**src/rtl/serial_bus_pkg.sv**
```systemverilog
// Shared serial-bus definitions used by both the master transmit stage and the slave input port.
package serial_bus_pkg;

  localparam int unsigned DEF_ADDR_W  = 12;
  localparam int unsigned DEF_DATA_W  = 8;
  localparam int unsigned DEF_BURST_W = 12;

  localparam logic RW_READ  = 1'b0;
  localparam logic RW_WRITE = 1'b1;

  typedef enum logic [2:0] {
    ST_IDLE,
    ST_WAIT_RDY,
    ST_ADDR,
    ST_FETCH,
    ST_DATA,
    ST_DONE
  } mop_state_t;

endpackage

```
**src/rtl/serial_shift_out.sv**
```systemverilog
// Parallel-load, LSB-first shift register; shifts zeros in from the top so it idles at 0 once drained.
module serial_shift_out #(
  parameter int unsigned W = 8
) (
  input  logic         clk,
  input  logic         rst,
  input  logic         i_load,
  input  logic         i_shift_en,
  input  logic         i_ready,
  input  logic [W-1:0] i_pdata,
  output logic         o_sout
);

  logic [W-1:0] r_q;

  always_ff @(posedge clk or posedge rst) begin
    if (rst) begin
      r_q <= '0;
    end else if (i_load) begin
      r_q <= i_pdata;
    end else if (i_shift_en && i_ready) begin
      r_q <= {1'b0, r_q[W-1:1]};
    end
  end

  assign o_sout = r_q[0];

endmodule

```
**src/rtl/master_out_port.sv**
```systemverilog
// Master-side serial transmit stage: serializes address and write bytes toward the slave input port,
// pausing whenever the slave deasserts s_ready.
module master_out_port
  import serial_bus_pkg::*;
#(
  parameter int unsigned ADDR_W  = DEF_ADDR_W,
  parameter int unsigned DATA_W  = DEF_DATA_W,
  parameter int unsigned BURST_W = DEF_BURST_W
) (
  input  logic               clk,
  input  logic               rst,
  input  logic               start,
  input  logic               rw,
  input  logic [ADDR_W-1:0]  addr_in,
  input  logic [BURST_W-1:0] burst_len,
  input  logic [DATA_W-1:0]  wdata,
  input  logic               wdata_valid,
  output logic               wdata_ready,
  input  logic               s_ready,
  output logic               m_valid,
  output logic               write_enable,
  output logic               read_enable,
  output logic               tx_address,
  output logic               tx_data,
  output logic               busy,
  output logic               tx_done
);

  localparam int unsigned CNT_W = $clog2(ADDR_W);

  mop_state_t         r_state;
  logic               r_rw;
  logic [ADDR_W-1:0]  r_addr;
  logic [DATA_W-1:0]  r_byte;
  logic [BURST_W-1:0] r_beats;
  logic [CNT_W-1:0]   r_bit;
  logic               r_wdata_ready;
  logic               r_m_valid;
  logic               r_we;
  logic               r_re;
  logic               r_busy;
  logic               r_tx_done;

  logic              w_accept;
  logic              w_addr_load;
  logic              w_fetch;
  logic              w_data_load;
  logic              w_shift;
  logic              w_last;
  logic              w_more;
  logic [DATA_W-1:0] w_data_pin;

  assign w_accept    = (r_state == ST_IDLE) && start && ((rw == RW_READ) || wdata_valid);
  assign w_addr_load = (r_state == ST_WAIT_RDY) && s_ready;
  assign w_fetch     = (r_state == ST_FETCH) && wdata_valid;
  assign w_data_load = w_addr_load || w_fetch;
  assign w_data_pin  = w_fetch ? wdata : r_byte;
  assign w_shift     = (r_state == ST_ADDR) || (r_state == ST_DATA);
  assign w_last      = ((r_state == ST_ADDR) && (r_bit == CNT_W'(ADDR_W - 1))) ||
                       ((r_state == ST_DATA) && (r_bit == CNT_W'(DATA_W - 1)));
  assign w_more      = (r_rw == RW_WRITE) && (r_beats > BURST_W'(1));

  // Shift registers hold zero outside their active phases, so the bit outputs come straight off flops.
  serial_shift_out #(.W(ADDR_W)) u_addr_sh (
    .clk        (clk),
    .rst        (rst),
    .i_load     (w_addr_load),
    .i_shift_en (w_shift),
    .i_ready    (s_ready),
    .i_pdata    (r_addr),
    .o_sout     (tx_address)
  );

  serial_shift_out #(.W(DATA_W)) u_data_sh (
    .clk        (clk),
    .rst        (rst),
    .i_load     (w_data_load),
    .i_shift_en (w_shift),
    .i_ready    (s_ready),
    .i_pdata    (w_data_pin),
    .o_sout     (tx_data)
  );

  always_ff @(posedge clk or posedge rst) begin
    if (rst) begin
      r_state       <= ST_IDLE;
      r_rw          <= 1'b0;
      r_addr        <= '0;
      r_byte        <= '0;
      r_beats       <= '0;
      r_bit         <= '0;
      r_wdata_ready <= 1'b0;
      r_m_valid     <= 1'b0;
      r_we          <= 1'b0;
      r_re          <= 1'b0;
      r_busy        <= 1'b0;
      r_tx_done     <= 1'b0;
    end else begin
      r_wdata_ready <= 1'b0;
      r_tx_done     <= 1'b0;
      case (r_state)
        ST_IDLE: begin
          if (w_accept) begin
            r_rw          <= rw;
            r_addr        <= addr_in;
            r_byte        <= (rw == RW_WRITE) ? wdata : '0;
            r_beats       <= (burst_len == '0) ? BURST_W'(1) : burst_len;
            r_wdata_ready <= (rw == RW_WRITE);
            r_m_valid     <= 1'b1;
            r_we          <= rw;
            r_re          <= ~rw;
            r_busy        <= 1'b1;
            r_state       <= ST_WAIT_RDY;
          end
        end
        ST_WAIT_RDY: begin
          if (s_ready) begin
            r_bit   <= '0;
            r_state <= ST_ADDR;
          end
        end
        ST_ADDR, ST_DATA: begin
          if (s_ready) begin
            if (w_last) begin
              r_bit <= '0;
              if (w_more) begin
                r_beats <= r_beats - BURST_W'(1);
                r_state <= ST_FETCH;
              end else begin
                r_m_valid <= 1'b0;
                r_we      <= 1'b0;
                r_re      <= 1'b0;
                r_tx_done <= 1'b1;
                r_state   <= ST_DONE;
              end
            end else begin
              r_bit <= r_bit + CNT_W'(1);
            end
          end
        end
        ST_FETCH: begin
          if (wdata_valid) begin
            r_wdata_ready <= 1'b1;
            r_bit         <= '0;
            r_state       <= ST_DATA;
          end
        end
        ST_DONE: begin
          r_busy  <= 1'b0;
          r_state <= ST_IDLE;
        end
        default: r_state <= ST_IDLE;
      endcase
    end
  end

  assign wdata_ready  = r_wdata_ready;
  assign m_valid      = r_m_valid;
  assign write_enable = r_we;
  assign read_enable  = r_re;
  assign busy         = r_busy;
  assign tx_done      = r_tx_done;

endmodule

```
**config.mk**
```make
export PLATFORM = sky130hd
export DESIGN_NAME = master_out_port
export DESIGN_NICKNAME = d
export VERILOG_FILES = /design/src/rtl/serial_bus_pkg.sv /design/src/rtl/serial_shift_out.sv /design/src/rtl/master_out_port.sv
export SDC_FILE = /design/constraint.sdc
export NUM_CORES = 1
export LEC_CHECK = 0
export CAP_MARGIN = 30
export CORE_AREA = 2 2 89 91
export CTS_CLUSTER_SIZE = 10
export DETAILED_ROUTE_END_ITERATION = 8
export DIE_AREA = 0 0 91 93
export GPL_ROUTABILITY_DRIVEN = 0
export MAX_ROUTING_LAYER = met4
export PLACE_DENSITY = 0.72
export REMOVE_ABC_BUFFERS = 1
export SYNTH_ARGS = -nofsm -noshare
export SYNTH_HDL_FRONTEND = slang
export SYNTH_HIERARCHICAL = 1
export SYNTH_SLANG_ARGS = --single-unit
```
**constraint.sdc**
```tcl
create_clock -name clk -period 5.97 [get_ports clk]
set_clock_uncertainty 0.15 [all_clocks]
set_input_delay 1.791 -clock clk [delete_from_list [all_inputs] [get_ports clk]]
set_output_delay 1.791 -clock clk [all_outputs]
set_load 0.1 [all_outputs]
```
==> results of run 1 <==
==> sequential cells by signal, indices dropped and copies added (netlist names) <==
| register | count |
|---|---|
| r_byte | 8 |
| write_enable | 1 |
| m_valid | 1 |
| r_beats | 12 |
| wdata_ready | 1 |
| r_bit | 4 |
| u_addr_sh/r_q | 12 |
| r_addr | 12 |
| r_rw | 1 |
| tx_done | 1 |
| busy | 1 |
| r_state | 3 |
| read_enable | 1 |
| u_data_sh/r_q | 8 |
==> worst reg2reg max path: cells and delay by family (launching register included) <==
family,cells,cell delay (ns)
simple gates,2,0.86
mux,1,0.21
xor+xnor,1,0.19
flops,1,0.61
compound gates,1,0.55
==> through the flow <==
step / util / instance area [um2] / hold slack [ns] / worst slack (ns) / cells
final: 0.575 / 4330 / 0.314 / 2.18 / 536
after global routing: 0.575 / 4330 / 0.335 / 2.05 / 536
after floorplan: - / 3530 / 0.283 / 2.34 / 367
after CTS: 0.575 / 4330 / 0.316 / 2.16 / 536
after global placement: 0.552 / 4160 / 0.293 / 1.93 / 520
after detailed placement: 0.552 / 4160 / 0.301 / 1.91 / 520
==> layout make-up <==
type,instances,area (um2),share of cell area
Inverter,12,45.0,0.0104
Sequential cell,66,1650,0.382
Clock inverter,5,30.0,0.00694
Tap cell,102,128,0.0295
Multi-Input combinational cell,289,1840,0.424
Clock buffer,11,141,0.0327
Timing Repair Buffer,51,495,0.114
==> layer usage <==
metal  global-route usage  share of wire  up-vias
met3               0.0427          0.043       12
met2                0.326           0.48       71
met5                    -              0        -
li1                     -              -     1474
met1                0.283           0.46     1457
met4               0.0619          0.015        0
==> cells by family (layout without fill, tap and decap cells) <==
kind of cell | after synthesis | in the layout | synth area share
DFF | 66 | 66 | 0.449
muxes | 13 | 13 | 0.0384
and+or+nand+nor | 197 | 197 | 0.277
adders and majority gates | 3 | 3 | 0.0102
buffers and inverters | 38 | 79 | 0.0517
AOI/OAI and AO/OA | 75 | 75 | 0.172
xor gates and xnor gates | 1 | 1 | 0.00238
==> synth_stat cells, types with 3 or more instances <==
library cell and instances:
a21oi_1 12, mux2i_1 4, nor4_1 5, o211ai_2 15
buf_6 4, o211ai_1 4, nor3_1 7, and2_1 3
nand4b_1 19, ha_1 3, buf_2 8, o22ai_1 3
or3_1 4, nand3_1 16, nand2_1 92, a31oi_1 5
mux2_2 9, inv_1 12, clkbuf_1 11, dfrtp_1 66
o2bb2ai_1 5, o21ai_0 10, nand2b_1 22, nor3b_1 5
nor2_1 10
==> path summary, 6_finish.rpt <==
kind,endpoint,slack (ns),cells past startpoint
setup / recovery,write_enable,2.18,1
hold / removal,r_byte[1],0.31,2
setup reg to reg,r_beats[1],3.32,5
hold reg to reg,r_byte[1],0.31,2
max in group asynchronous,r_addr[5],3.23,3
min in group asynchronous,u_data_sh/r_q[5],1.64,2
==> cell usage in the layout (no fill, tap or decap), drive strengths merged, types with 6 or more instances in the layout <==
master,n
nand2,92
dfrtp,66
clkdlybuf4s50,45
nand2b,22
nand4b,19
o211ai,19
nand3,16
o21ai,13
a21oi,12
inv,11
clkbuf,11
nor2,10
mux2,9
nor3,8
buf,6
==> power groups by stage <==
stage	clock network, mW	registers (mW)	logic [mW]
3_3_place_gp	0	0.789	1.09
6_report	0.332	0.789	1.12
4_1_cts	0.340	0.787	1.13
2_1_floorplan	0	0.898	0.711
3_5_place_dp	0	0.792	1.12
5_1_grt	0.361	0.817	1.23
==> impl_metrics.env, run 1 <==
export IMPL_run_status="complete, no violations"
export IMPL_htreeDepth=3
export IMPL_via_count=3014
export IMPL_fmax_mhz=264
export IMPL_power_mw=2.24
export IMPL_power_switching_mw=1.03
export IMPL_seqPwrFrac=0.352
export IMPL_fp_dieW_um=91
export IMPL_die_h_um=93
export IMPL_antenna_found_initial=0
export IMPL_drt_pass1_iterations=4
export IMPL_path_clk_slew_ns=0.07
export IMPL_postCtsSetupBuffers=0
export IMPL_rows=32
export IMPL_min_period_ns=3.79
export IMPL_syn_instance_count=393
export IMPL_cts_tree="built"
export IMPL_pwr_share_comb=0.500
export IMPL_slew_headroom=0.349
export IMPL_final_antenna_net_count=0
export IMPL_hold_start="r_byte[1]"
export IMPL_fin_nets=470
export IMPL_yosysSeqAreaShare=0.449
export IMPL_powerDensity_nw_per_um2=518
export IMPL_fin_setup_tns_ns=0
export IMPL_cts_repair_resize_count=0
export IMPL_yosysUniqueCellTypes=54
export IMPL_slowest_delay_ns=1.14
export IMPL_grt_max_degree=36
export IMPL_drc=0
export IMPL_cp_start_kind="register"
export IMPL_hpwl_um=5340
export IMPL_path_cells="clkdlybuf4s50_1"
export IMPL_synth_area_per_cell_um2=9.36
export IMPL_syn_area_um2=3680
export IMPL_first_iter_violations=242
export IMPL_clk_latency_ns=0.33
export IMPL_yosysWarnings=6
export IMPL_port_buffers=45
export IMPL_cts_buffers=9
export IMPL_overflow=0
export IMPL_synth_top_area_frac=0.449
export IMPL_wl_um=8110
export IMPL_cp_end_kind="output pin"
export IMPL_cp_required_ns=4.03
export IMPL_slowest_stage="clkdlybuf4s50_1"
export IMPL_grt_use_total=0.210
export IMPL_slew_viol_final=0
export IMPL_hold_viol=0
export IMPL_area_growth_pct=17.7
export IMPL_clock_path_buffers=2
export IMPL_setup_viol=0
export IMPL_diodes=0
export IMPL_grt_pass1_vias=2900
export IMPL_tightest_slew_ns=0.973
export IMPL_fillers=710
export IMPL_switching_share=0.458
export IMPL_rsz0062_at_grt="no"
export IMPL_clock_sinks=66
export IMPL_synthFlopType="dfrtp_1"
export IMPL_hp_class="reg2reg"
export IMPL_viasPerCell=5.62
export IMPL_critical_path_top_delay_family="buffers and inverters"
export IMPL_clockRootBuffer="clkbuf_8"
export IMPL_peakVddDrop_uv=328
export IMPL_synth_area_leaders="dfrtp_1, nand2_1, o211ai_2"
export IMPL_hold_buffers=0
export IMPL_cp_num_buf_inv=1
export IMPL_yosys_area_top_type="dfrtp_1"
export IMPL_grt_pass1_wl_um=14000
export IMPL_critPathMaxFanout=2
export IMPL_p_leak_nw=1.89
export IMPL_critPathKind="reg2out"
export IMPL_synth_edf_count=0
export IMPL_drive_gt1_frac=0.124
export IMPL_routedWlPerCell_um=15.1
export IMPL_r2r_start="r_state[2]"
export IMPL_synth_seq_cells=66
export IMPL_async_flop_share=1.00
export IMPL_dieArea_um2=8460
export IMPL_clock_power_share=0.148
export IMPL_io_pins=46
export IMPL_min_period_over_period=0.635
export IMPL_internal_power_mw=1.21
export IMPL_cp_arrival_ns=1.85
export IMPL_cp_startpoint="write_enable"
export IMPL_core_area_um2=7530
export IMPL_initial_core_util=0.489
export IMPL_drv_cap=0
No activity file was read; power rests on OpenSTA's default activity.
==> run 2, diff against run 1 <==
- PLACE_DENSITY: 0.72 -> 0.75
- clock period: 5.97 -> 3.48 ns (I/O delays scaled with it)
==> run 2 against run 1 <==
Sequential share of layout area down 0.64 points; clock-buffer cell count increased by 1; design area rose by 1.7%; wire length increased by 3.3%; global-route usage increased by 0.40 points; non-clock buffer count increased by 5; cell count up 0.93%; die area unchanged; setup slack got worse by 1.5 ns; critical endpoint is now r_beats[5].
==> impl_metrics.env, run 2 (synthesis results as in run 1) <==
export IMPL_final_cell_mix="nand2_1, dfrtp_1, clkdlybuf4s50_1"
export IMPL_grt_pass1_wl_um=14200
export IMPL_area_growth_pct=19.7
export IMPL_cp_arrival_ns=2.85
export IMPL_diodes=0
export IMPL_antenna_found_initial=0
export IMPL_postCtsSetupBuffers=0
export IMPL_power_mw=3.93
export IMPL_final_antenna_net_count=0
export IMPL_grt_pass1_vias=2959
export IMPL_cp_required_ns=3.56
export IMPL_cp_start_kind="input pin"
export IMPL_drt_pass1_iterations=4
export IMPL_cts_buffers=9
export IMPL_fin_nets=475
export IMPL_seq_area_um2=1650
export IMPL_whs_path_depth=2
export IMPL_layout_commonest_cell="nand2_1"
export IMPL_min_period_over_period=0.796
export IMPL_dieArea_um2=8460
export IMPL_port_buffers=45
export IMPL_tightest_slew_ns=0.722
export IMPL_cts_tree="built"
export IMPL_path_clk_slew_ns=0.07
export IMPL_run_status="complete, no violations"
export IMPL_clockRootBuffer="clkbuf_8"
export IMPL_reg2reg_to="u_data_sh/r_q[5]"
export IMPL_top_regs="r_addr: 12 flops, r_beats: 12 flops, u_addr_sh/r_q: 12 flops"
export IMPL_fp_dieW_um=91
export IMPL_grt_max_degree=36
export IMPL_worstHoldEndpoint="r_byte[6]"
export IMPL_r2r_start="r_state[2]"
export IMPL_drc=0
export IMPL_fmax_mhz=361
export IMPL_first_iter_violations=262
export IMPL_cts_repair_resize_count=0
export IMPL_hold_buffers=0
export IMPL_wl_um=8370
export IMPL_overflow=0
export IMPL_peakVddDrop_uv=519
export IMPL_fillers=670
export IMPL_clock_path_buffers=2
export IMPL_hp_class="reg2reg"
export IMPL_place_worst_setup_slack_ns=0.392
export IMPL_finalWorstSetupSlack_ns=0.709
export IMPL_initial_core_util=0.489
export IMPL_clk_latency_ns=0.34
export IMPL_powerDensity_nw_per_um2=892
export IMPL_rsz0062_at_grt="no"
export IMPL_multi_input_comb_area_um2=1840
export IMPL_fin_setup_tns_ns=0
export IMPL_grt_use_total=0.214
export IMPL_r2r_cells=6
export IMPL_min_period_ns=2.77
export IMPL_viasPerCell=5.65
export IMPL_rows=32
export IMPL_rrSetupSlack_ns=0.75
export IMPL_via_count=3058
export IMPL_critPathMaxFanout=13
export IMPL_hold_viol=0
export IMPL_core_area_um2=7530
export IMPL_p_leak_nw=1.94
export IMPL_htreeDepth=3
export IMPL_die_h_um=93
export IMPL_routedWlPerCell_um=15.5
export IMPL_setup_viol=0
export IMPL_slew_headroom=0.516
export IMPL_critPathKind="in2reg"
export IMPL_io_pins=46
export IMPL_hold_start="r_byte[6]"
export IMPL_final_util=0.585
export IMPL_drv_cap=0
export IMPL_clock_sinks=66
export IMPL_drive_gt1_frac=0.155
export IMPL_cp_end_kind="register"
export IMPL_hpwl_um=5720
export IMPL_slew_viol_final=0
## run 2: worst max-delay path by stage
stage                startpoint               end  slack (ns)  cells after the start
floorplan               s_ready  u_data_sh/r_q[0]        0.59                      4
global placement    wdata_valid        r_beats[5]        0.46                      7
detailed placement  wdata_valid        r_beats[5]        0.39                      7
CTS                 wdata_valid        r_beats[5]        0.75                      7
global route         r_state[2]  u_data_sh/r_q[3]        0.58                      6
finish              wdata_valid        r_beats[5]        0.71                      7
## run 2: metal layers
metal	global-route usage	wire length, um
met2	0.344	4150
met4	0.0593	99
met3	0.0467	310
met1	0.277	3810
met5	-	0
## run 2: worst max-delay path, cell delays in order
cell,delay [ns]
clkdlybuf4s50_1,0.52
nand2b_1,0.21
a21oi_1,0.11
nor3_2,0.32
buf_4,0.27
o211ai_1,0.11
a22o_1,0.27
## run 2: area by class of cell
cell class	instances	share of cell area
inverter	12	0.0102
clock inverter	4	0.00569
sequential	66	0.375
multi-input combinational	289	0.417
tap	102	0.0290
clock buffer	12	0.0375
timing repair buffer	56	0.125
## run 2: metrics by stage
step,hold slack (ns),instances,area (um2)
floorplan,0.283,367,3530
global placement,0.293,525,4210
detailed placement,0.303,525,4210
CTS,0.320,541,4400
global route,0.338,541,4400
finish,0.315,541,4400
## run 2: where the power goes
part           internal [mW]  switching (mW)  total [mW]
clock network          0.314           0.292       0.606
logic                  0.741            1.22        1.96
registers               1.09           0.273        1.36
total                   2.14            1.78        3.93
